## src/rtl/mul_seq_pkg.sv

```systemverilog
// Shared types and elaboration helpers for the iterative shift-add multiplier sequencer.
package mul_seq_pkg;

    typedef enum logic [1:0] {
        IDLE = 2'd0,
        RUN  = 2'd1,
        DONE = 2'd2
    } state_e;

    // Bit n set means BPC == n is supported.
    localparam int unsigned LEGAL_BPC_MASK = 32'b0001_0110;

    function automatic int cnt_width(input int width, input int bpc);
        int steps;
        steps = width / bpc;
        return (steps > 1) ? $clog2(steps) : 1;
    endfunction

    function automatic bit bpc_legal(input int width, input int bpc);
        return (bpc > 0) && (bpc < 32) && LEGAL_BPC_MASK[bpc] && ((width % bpc) == 0);
    endfunction

endpackage

```

## src/rtl/mul_step_dp.sv

```systemverilog
// Operand/accumulator registers and the per-step partial-product adder.
module mul_step_dp
    import mul_seq_pkg::*;
#(
    parameter int WIDTH = 32,
    parameter int BPC   = 1,
    parameter int CW    = cnt_width(WIDTH, BPC)
) (
    input  logic             clk_i,
    input  logic             rst_i,
    input  logic             load_i,
    input  logic             step_i,
    input  logic [WIDTH-1:0] src1_i,
    input  logic [WIDTH-1:0] src2_i,
    input  logic [CW-1:0]    cnt_i,
    output logic [WIDTH-1:0] acc_nxt_o,
    output logic             mreg_zero_o
);

    localparam int SHW = CW + 3;

    logic [WIDTH-1:0] acc_q, acc_d;
    logic [WIDTH-1:0] mreg_q, mreg_d;
    logic [WIDTH-1:0] mcand_q, mcand_d;
    logic [WIDTH-1:0] mbits;
    logic [WIDTH-1:0] pp;
    logic [WIDTH-1:0] acc_step;
    logic [WIDTH-1:0] mreg_shift;
    logic [SHW-1:0]   shamt;

    // Partial product kept at WIDTH bits; anything shifted past the top is dropped.
    always_comb begin
        mbits           = '0;
        mbits[BPC-1:0]  = mreg_q[BPC-1:0];
        pp              = mcand_q * mbits;
        shamt           = SHW'(cnt_i) * SHW'(BPC);
        acc_step        = acc_q + (pp << shamt);
        mreg_shift      = mreg_q >> BPC;

        acc_d   = acc_q;
        mreg_d  = mreg_q;
        mcand_d = mcand_q;
        if (load_i) begin
            acc_d   = '0;
            mreg_d  = src2_i;
            mcand_d = src1_i;
        end else if (step_i) begin
            acc_d  = acc_step;
            mreg_d = mreg_shift;
        end
    end

    always_ff @(posedge clk_i) begin
        if (!rst_i) begin
            acc_q   <= '0;
            mreg_q  <= '0;
            mcand_q <= '0;
        end else begin
            acc_q   <= acc_d;
            mreg_q  <= mreg_d;
            mcand_q <= mcand_d;
        end
    end

    assign acc_nxt_o   = acc_step;
    assign mreg_zero_o = (mreg_shift == '0);

endmodule

```

## src/rtl/mul_seq_ctrl.sv

```systemverilog
// Multi-cycle multiply sequencer: stalls the PC while the datapath iterates,
// then emits a one-cycle writeback strobe with the truncated product.
module mul_seq_ctrl
    import mul_seq_pkg::*;
#(
    parameter int WIDTH      = 32,
    parameter int BPC        = 1,
    parameter int EARLY_TERM = 1
) (
    input  logic             clk_i,
    input  logic             rst_i,
    input  logic             start_i,
    input  logic             abort_i,
    input  logic [WIDTH-1:0] src1_i,
    input  logic [WIDTH-1:0] src2_i,
    output logic             busy_o,
    output logic             stall_o,
    output logic             done_o,
    output logic             wb_en_o,
    output logic [WIDTH-1:0] result_o
);

    localparam int            CW       = cnt_width(WIDTH, BPC);
    localparam logic [CW-1:0] LAST_CNT = CW'(WIDTH / BPC - 1);

    if (!bpc_legal(WIDTH, BPC)) begin : g_bad_bpc
        $error("mul_seq_ctrl: BPC must be 1, 2 or 4 and divide WIDTH");
    end

    state_e           state_q, state_d;
    logic [CW-1:0]    cnt_q, cnt_d;
    logic [WIDTH-1:0] result_q, result_d;
    logic             load, step, finish;
    logic [WIDTH-1:0] acc_nxt;
    logic             mreg_zero;

    mul_step_dp #(
        .WIDTH (WIDTH),
        .BPC   (BPC),
        .CW    (CW)
    ) u_dp (
        .clk_i       (clk_i),
        .rst_i       (rst_i),
        .load_i      (load),
        .step_i      (step),
        .src1_i      (src1_i),
        .src2_i      (src2_i),
        .cnt_i       (cnt_q),
        .acc_nxt_o   (acc_nxt),
        .mreg_zero_o (mreg_zero)
    );

    assign finish = (cnt_q == LAST_CNT) || ((EARLY_TERM != 0) && mreg_zero);

    // DONE always returns to IDLE so a start held for the same instruction cannot re-issue.
    always_comb begin
        state_d  = state_q;
        cnt_d    = cnt_q;
        result_d = result_q;
        load     = 1'b0;
        step     = 1'b0;
        case (state_q)
            IDLE: begin
                if (start_i && !abort_i) begin
                    load    = 1'b1;
                    cnt_d   = '0;
                    state_d = RUN;
                end
            end
            RUN: begin
                if (abort_i) begin
                    state_d = IDLE;
                end else begin
                    step  = 1'b1;
                    cnt_d = cnt_q + 1'b1;
                    if (finish) begin
                        state_d  = DONE;
                        result_d = acc_nxt;
                    end
                end
            end
            DONE:    state_d = IDLE;
            default: state_d = IDLE;
        endcase
    end

    always_ff @(posedge clk_i) begin
        if (!rst_i) begin
            state_q  <= IDLE;
            cnt_q    <= '0;
            result_q <= '0;
        end else begin
            state_q  <= state_d;
            cnt_q    <= cnt_d;
            result_q <= result_d;
        end
    end

    assign busy_o   = (state_q != IDLE);
    assign stall_o  = (state_q == RUN) || ((state_q == IDLE) && start_i);
    assign done_o   = (state_q == DONE) && !abort_i;
    assign wb_en_o  = done_o;
    assign result_o = result_q;

endmodule
```

## config.mk

```make
export PLATFORM = sky130hd
export DESIGN_NAME = mul_seq_ctrl
export DESIGN_NICKNAME = d
export VERILOG_FILES = /design/src/rtl/mul_seq_pkg.sv /design/src/rtl/mul_step_dp.sv /design/src/rtl/mul_seq_ctrl.sv
export SDC_FILE = /design/constraint.sdc
export NUM_CORES = 1
export LEC_CHECK = 0
export ABC_AREA = 0
export CORE_MARGIN = 10
export CORE_UTILIZATION = 45
export CTS_BUF_LIST = sky130_fd_sc_hd__clkbuf_8 sky130_fd_sc_hd__clkbuf_16
export DETAILED_ROUTE_END_ITERATION = 16
export GPL_ROUTABILITY_DRIVEN = 0
export PLACE_DENSITY = 0.69
export SYNTH_ARGS = -nofsm -noshare
export SYNTH_HDL_FRONTEND = slang
export SYNTH_HIERARCHICAL = 1
export SYNTH_SLANG_ARGS = --single-unit
```

## constraint.sdc

```tcl
create_clock -name clk_i -period 4.75 [get_ports clk_i]
set_input_delay 1.1875 -clock clk_i [delete_from_list [all_inputs] [get_ports clk_i]]
set_output_delay 1.1875 -clock clk_i [all_outputs]
set_load 0.05 [all_outputs]
```

* After elaboration in Yosys (flattened, before gate mapping)
Cells that the tools add are included.
Cells by class: $add $sub $neg 2, mux-type cells 13, shift operators 1, reductions and logical operators 15, bitwise logic cells 2, $mul 1, equal/unequal tests 6
Operators with widths (count):
- $mux W32 | 2
- $add A32 B32 Y32 | 1
- $logic_not A32 Y1 | 1
- $mul A32 B1 Y32 | 1
- $shl A32 B5 Y32 | 1
- $mux W5 | 2
- $pmux W5 S2 | 1
- $mux W2 | 3
- $reduce_and A3 Y1 | 2
- $reduce_bool A2 Y1 | 3
- $add A5 B1 Y5 const B | 1
- $eq A5 B5 Y1 const B | 1
- $mux W1 | 4
- $ne A2 B2 Y1 const B | 2
- $pmux W2 S2 | 1
- $logic_and A1 B1 Y1 | 3
- $ne A3 B3 Y1 const B | 1
- $eq A2 B1 Y1 const B | 1
- $eq A2 B2 Y1 const B | 1
- $logic_not A2 Y1 | 1
- $logic_or A1 B1 Y1 | 2
- $not A1 Y1 | 2
- $reduce_and A2 Y1 | 1
- $reduce_or A2 Y1 | 1
- $logic_not A1 Y1 | 1
Storage, ports and cells: output and inout bits 36, word-level logic and storage cells 46, register bits after elaboration 135

* Logic depth before layout (Yosys ltp)
word-level depth 5, gate-level depth with buffers 22

* Hierarchy
Netlist, hierarchy kept.
Modules (own cells, without submodules):
- mul_step_dp | cells an instance 922, instances 1, area an instance 7445.9 µm², sequential area each 1921.8 µm²
- mul_seq_ctrl | cells an instance 185, instances 1, area an instance 1685.4 µm², sequential area each 780.7 µm²

* Least setup slack after synthesis
No wires, ideal clock.
kind reg2reg, start register cnt_q[0], end register result_q[31], in the netlist result_o[31], required time 4.678 ns, stages on the path, launching flop included 22, library setup time 0.072 ns, period minus slack after synthesis 4.114 ns, arrival time 4.042 ns, slack 0.636 ns, path through dfxtp_1 > buf_6 > buf_2 > buf_4 > mux2_2 > o21ai_0 > mux2i_1 > and2_1 > mux2i_1 > o22ai_1 > ha_1 > clkbuf_1 > o21ai_0 > o21bai_1 > a21o_1 > a211oi_2 > o21ai_1 > or2_0 > a31oi_1 > xnor2_1 > nand2_1 > mux2i_1
On the way: elaborated cells on any way between the ends 5, classes of those cells add/sub (1); eq/ne (1); shift (1); reduce/logical (2)
RTL lines:
- from (decl) | RTL line mul_seq_ctrl.sv:31 | logic [CW-1:0] cnt_q, cnt_d;
- from (signal assigned) | RTL line mul_seq_ctrl.sv:94 | cnt_q <= cnt_d;
- $shl A32 B5 Y32 | RTL line mul_step_dp.sv:37 | acc_step = acc_q + (pp << shamt);
- $add A32 B32 Y32 | RTL line mul_step_dp.sv:37
- named net acc_nxt[31] | RTL line mul_seq_ctrl.sv:34 | logic [WIDTH-1:0] acc_nxt;
- to (signal assigned) | RTL line mul_seq_ctrl.sv:95 | result_q <= result_d;
- to (decl) | RTL line mul_seq_ctrl.sv:32 | logic [WIDTH-1:0] result_q, result_d;
The timed path passes the listed nets, and every way through them passes these cells. A chain may end at the register's enable or synchronous reset.

* Worst setup path in the final report
start register cnt_q[1], end register result_q[30], in the netlist result_o[30]
The elaborated chain is that of the path after synthesis.

==> impl_metrics.json <==
{
  "critPathBufInv": 1,
  "r2r_slack_ns": 0.38,
  "slew_viol_final": 0,
  "drc": 0,
  "synth-edff-count": 0,
  "grt_max_degree": 97,
  "avgSynthCellArea_um2": 8.249,
  "synth.most_common_cell": "nand2_1",
  "die-area_um2": 26390,
  "outcome": "finished clean",
  "crit_arrival_ns": 4.65,
  "grt_usage_pct": 17.76,
  "routedWlPerCell_um": 16.41,
  "yosys.area.top_type": "dfxtp_1",
  "rows": 52,
  "drv_cap": 0,
  "grt_use_met1_pct": 23.81,
  "cp.required_ns": 5.03,
  "vias": 8034,
  "clock-sinks": 135,
  "slew_headroom_pct": 30.15,
  "totalWireLength_um": 23850,
  "clk_latency_ns": 0.43,
  "critPathCaptureType": "register",
  "timing.hold.ws_ns": 0.4548,
  "critPathTopFamily": "simple AND/OR/NAND/NOR gates",
  "leakagePower_nw": 4.099,
  "grt.met3_usage_pct": 4.272,
  "die_w_um": 162.5,
  "port_buffers": 103,
  "drt_iter0_markers": 701,
  "cp_cell_sequence": "buf_4 > nor2_1 > a21oi_1 > nand2_1 > nand2_1 > nand2_1 > o21ai_0 > and2_1 > ha_1 > o21ai_0 > a21oi_1 > and4b_1 > or3_1 > a21oi_1 > or4_1 > nand2_1 > xor2_1 > nand2_1 > mux2i_1",
  "synthFlopType": "dfxtp_1",
  "io_pins": 104,
  "post_cts_buffers": 0,
  "place_hpwl_um": 17640,
  "period_share_pct": 92.01,
  "die_h_um": 162.5,
  "cts-root-buf": "clkbuf_16",
  "yosysSeqAreaShare_pct": 29.60,
  "syn_area_um2": 9131,
  "syn-num-nets": 1210,
  "numCtsBuffers": 17,
  "ys_types": 68,
  "grt.overflow.total": 0,
  "tns_ns": 0,
  "ctsResizeCount": 0,
  "vias_per_cell": 5.529,
  "use_met2_pct": 27.65,
  "busiest_layer": "met2",
  "finalClockSkew_ns": 0.01458,
  "fill_cells": 1880,
  "cts_tree": "built",
  "setup_viol": 0,
  "crit_fanout": 14,
  "drive_gt1_share_pct": 8.115,
  "h-tree-depth": 4,
  "hold_viol_final": 0,
  "yosys_warnings": 6,
  "syn_inst": 1107,
  "cts_hold_buf": 0,
  "firstDrtPassIters": 5,
  "hp-class": "reg -> reg",
  "rsz0062_at_grt": "false",
  "ys_ff_latch": 135,
  "criticalPathCategory": "reg -> reg",
  "cts_buffer_depth": 2,
  "syn_to_final_growth_pct": 19.74,
  "critical_path.startpoint_type": "register",
  "max_stage_delay_ns": 0.63,
  "power_density_nw_per_um2": 263.6,
  "yosysTopAreaCellShare_pct": 29.60,
  "postRouteAntennaNets": 0,
  "fmax_ghz": 0.2288,
  "irDropWorstVdd_uv": 246.2,
  "yosys-top-cells-count": "nand2_1 (167), mux2i_1 (142), dfxtp_1 (135)",
  "antenna_found_initial": 0,
  "min_period_ns": 4.370,
  "grt_pass1_vias": 7701,
  "start_util_pct": 45.42,
  "nets": 1273,
  "synth.area.top_cells": "dfxtp_1 (30%), mux2i_1 (16%), nand2_1 (6.9%)",
  "cpMostUsedCell": "nand2_1",
  "slowest_stage": "dfxtp_1",
  "n_antenna_cell": 0,
  "tightest_slew_ns": 1.048,
  "grt_pass1_wl_um": 39130,
  "coreArea_um2": 20100,
  "clk_pin_slew_ns": 0.06,
  "async_flop_share_pct": 0
}
## worst paths after layout
check	from	to	depth (start not counted)
max	cnt_q[1]$_SDFFE_PN0P_	result_o[30]$_SDFFE_PN0P_	19
min	result_o[19]$_SDFFE_PN0P_	result_o[19]$_SDFFE_PN0P_	2
max reg2reg	cnt_q[1]$_SDFFE_PN0P_	result_o[30]$_SDFFE_PN0P_	19
min reg2reg	result_o[19]$_SDFFE_PN0P_	result_o[19]$_SDFFE_PN0P_	2
## per-stage QoR
stage	instance area, um2	power, mW	setup WS, ns	std cells	utilization (%)
after floorplan	9131	1.379	0.6361	1107	-
after global placement	10300	1.484	0.3627	1421	51.26
after detailed placement	10300	1.488	0.3560	1421	51.26
after CTS	10930	2.909	0.3403	1453	54.38
after global routing	10930	2.985	0.006257	1453	54.39
final	10930	2.882	0.3797	1453	54.39
## logic make-up after synthesis
logic type	count (synthesis)	share of synthesized area [%]
adders and majority gates	35	4.878
DFF	135	29.60
xor gates and xnor gates	30	2.877
and+or+nand+nor	414	22.13
buffers and inverters	98	5.001
muxes	171	20.28
AOI/OAI and AO/OA	224	15.24
## per-layer routing
metal	up-vias	wire length, um
met5	-	0
met3	23	1440
met4	0	346
met2	233	10710
met1	3731	11350
li1	4047	-
## tightest hold or removal path: stages, from the launching register on
cell and delay [ns]:
dfxtp_1 0.31, nand2_1 0.05, mux2i_1 0.05
## power breakdown
part	internal (mW)	switching [mW]	total, mW	leakage (nW)
logic	0.140	0.135	0.275	2.69
registers	1.16	0.0293	1.19	1.10
clock network	0.857	0.561	1.42	0.310
## registers in the layout, indices dropped and copies added, names as in the netlist
register,flops
cnt_q,5
result_o,32
state_q,2
u_dp/acc_q,32
u_dp/mcand_q,32
u_dp/mreg_q,32
## cell usage in the layout (no fill, tap or decap), types with 8 or more instances in the layout
cell type	count
a21o_1	15
a21oi_1	56
a31oi_1	12
and2_1	37
and3_1	10
buf_4	20
clkbuf_16	17
clkdlybuf4s50_1	102
dfxtp_1	134
ha_1	34
inv_1	15
mux2_2	18
mux2i_1	142
mux4_2	9
nand2_1	167
nand2b_1	8
nand3_1	19
nand3b_1	14
nand4_1	8
nor2_1	68
nor2b_1	42
nor4_1	9
o211ai_1	11
o21ai_0	69
o22ai_1	11
xnor2_1	19
xor2_1	11
## area by class of cell
cell class	instances	area, um2	share of cell area, %
Tap cell	270	337.8	3.090
Timing Repair Buffer	124	1211	11.08
Clock inverter	14	187.7	1.716
Inverter	18	67.56	0.6179
Sequential cell	135	2706	24.75
Clock buffer	18	439.2	4.016
Multi-Input combinational cell	874	5984	54.73
(Power assumes the default switching activity.)
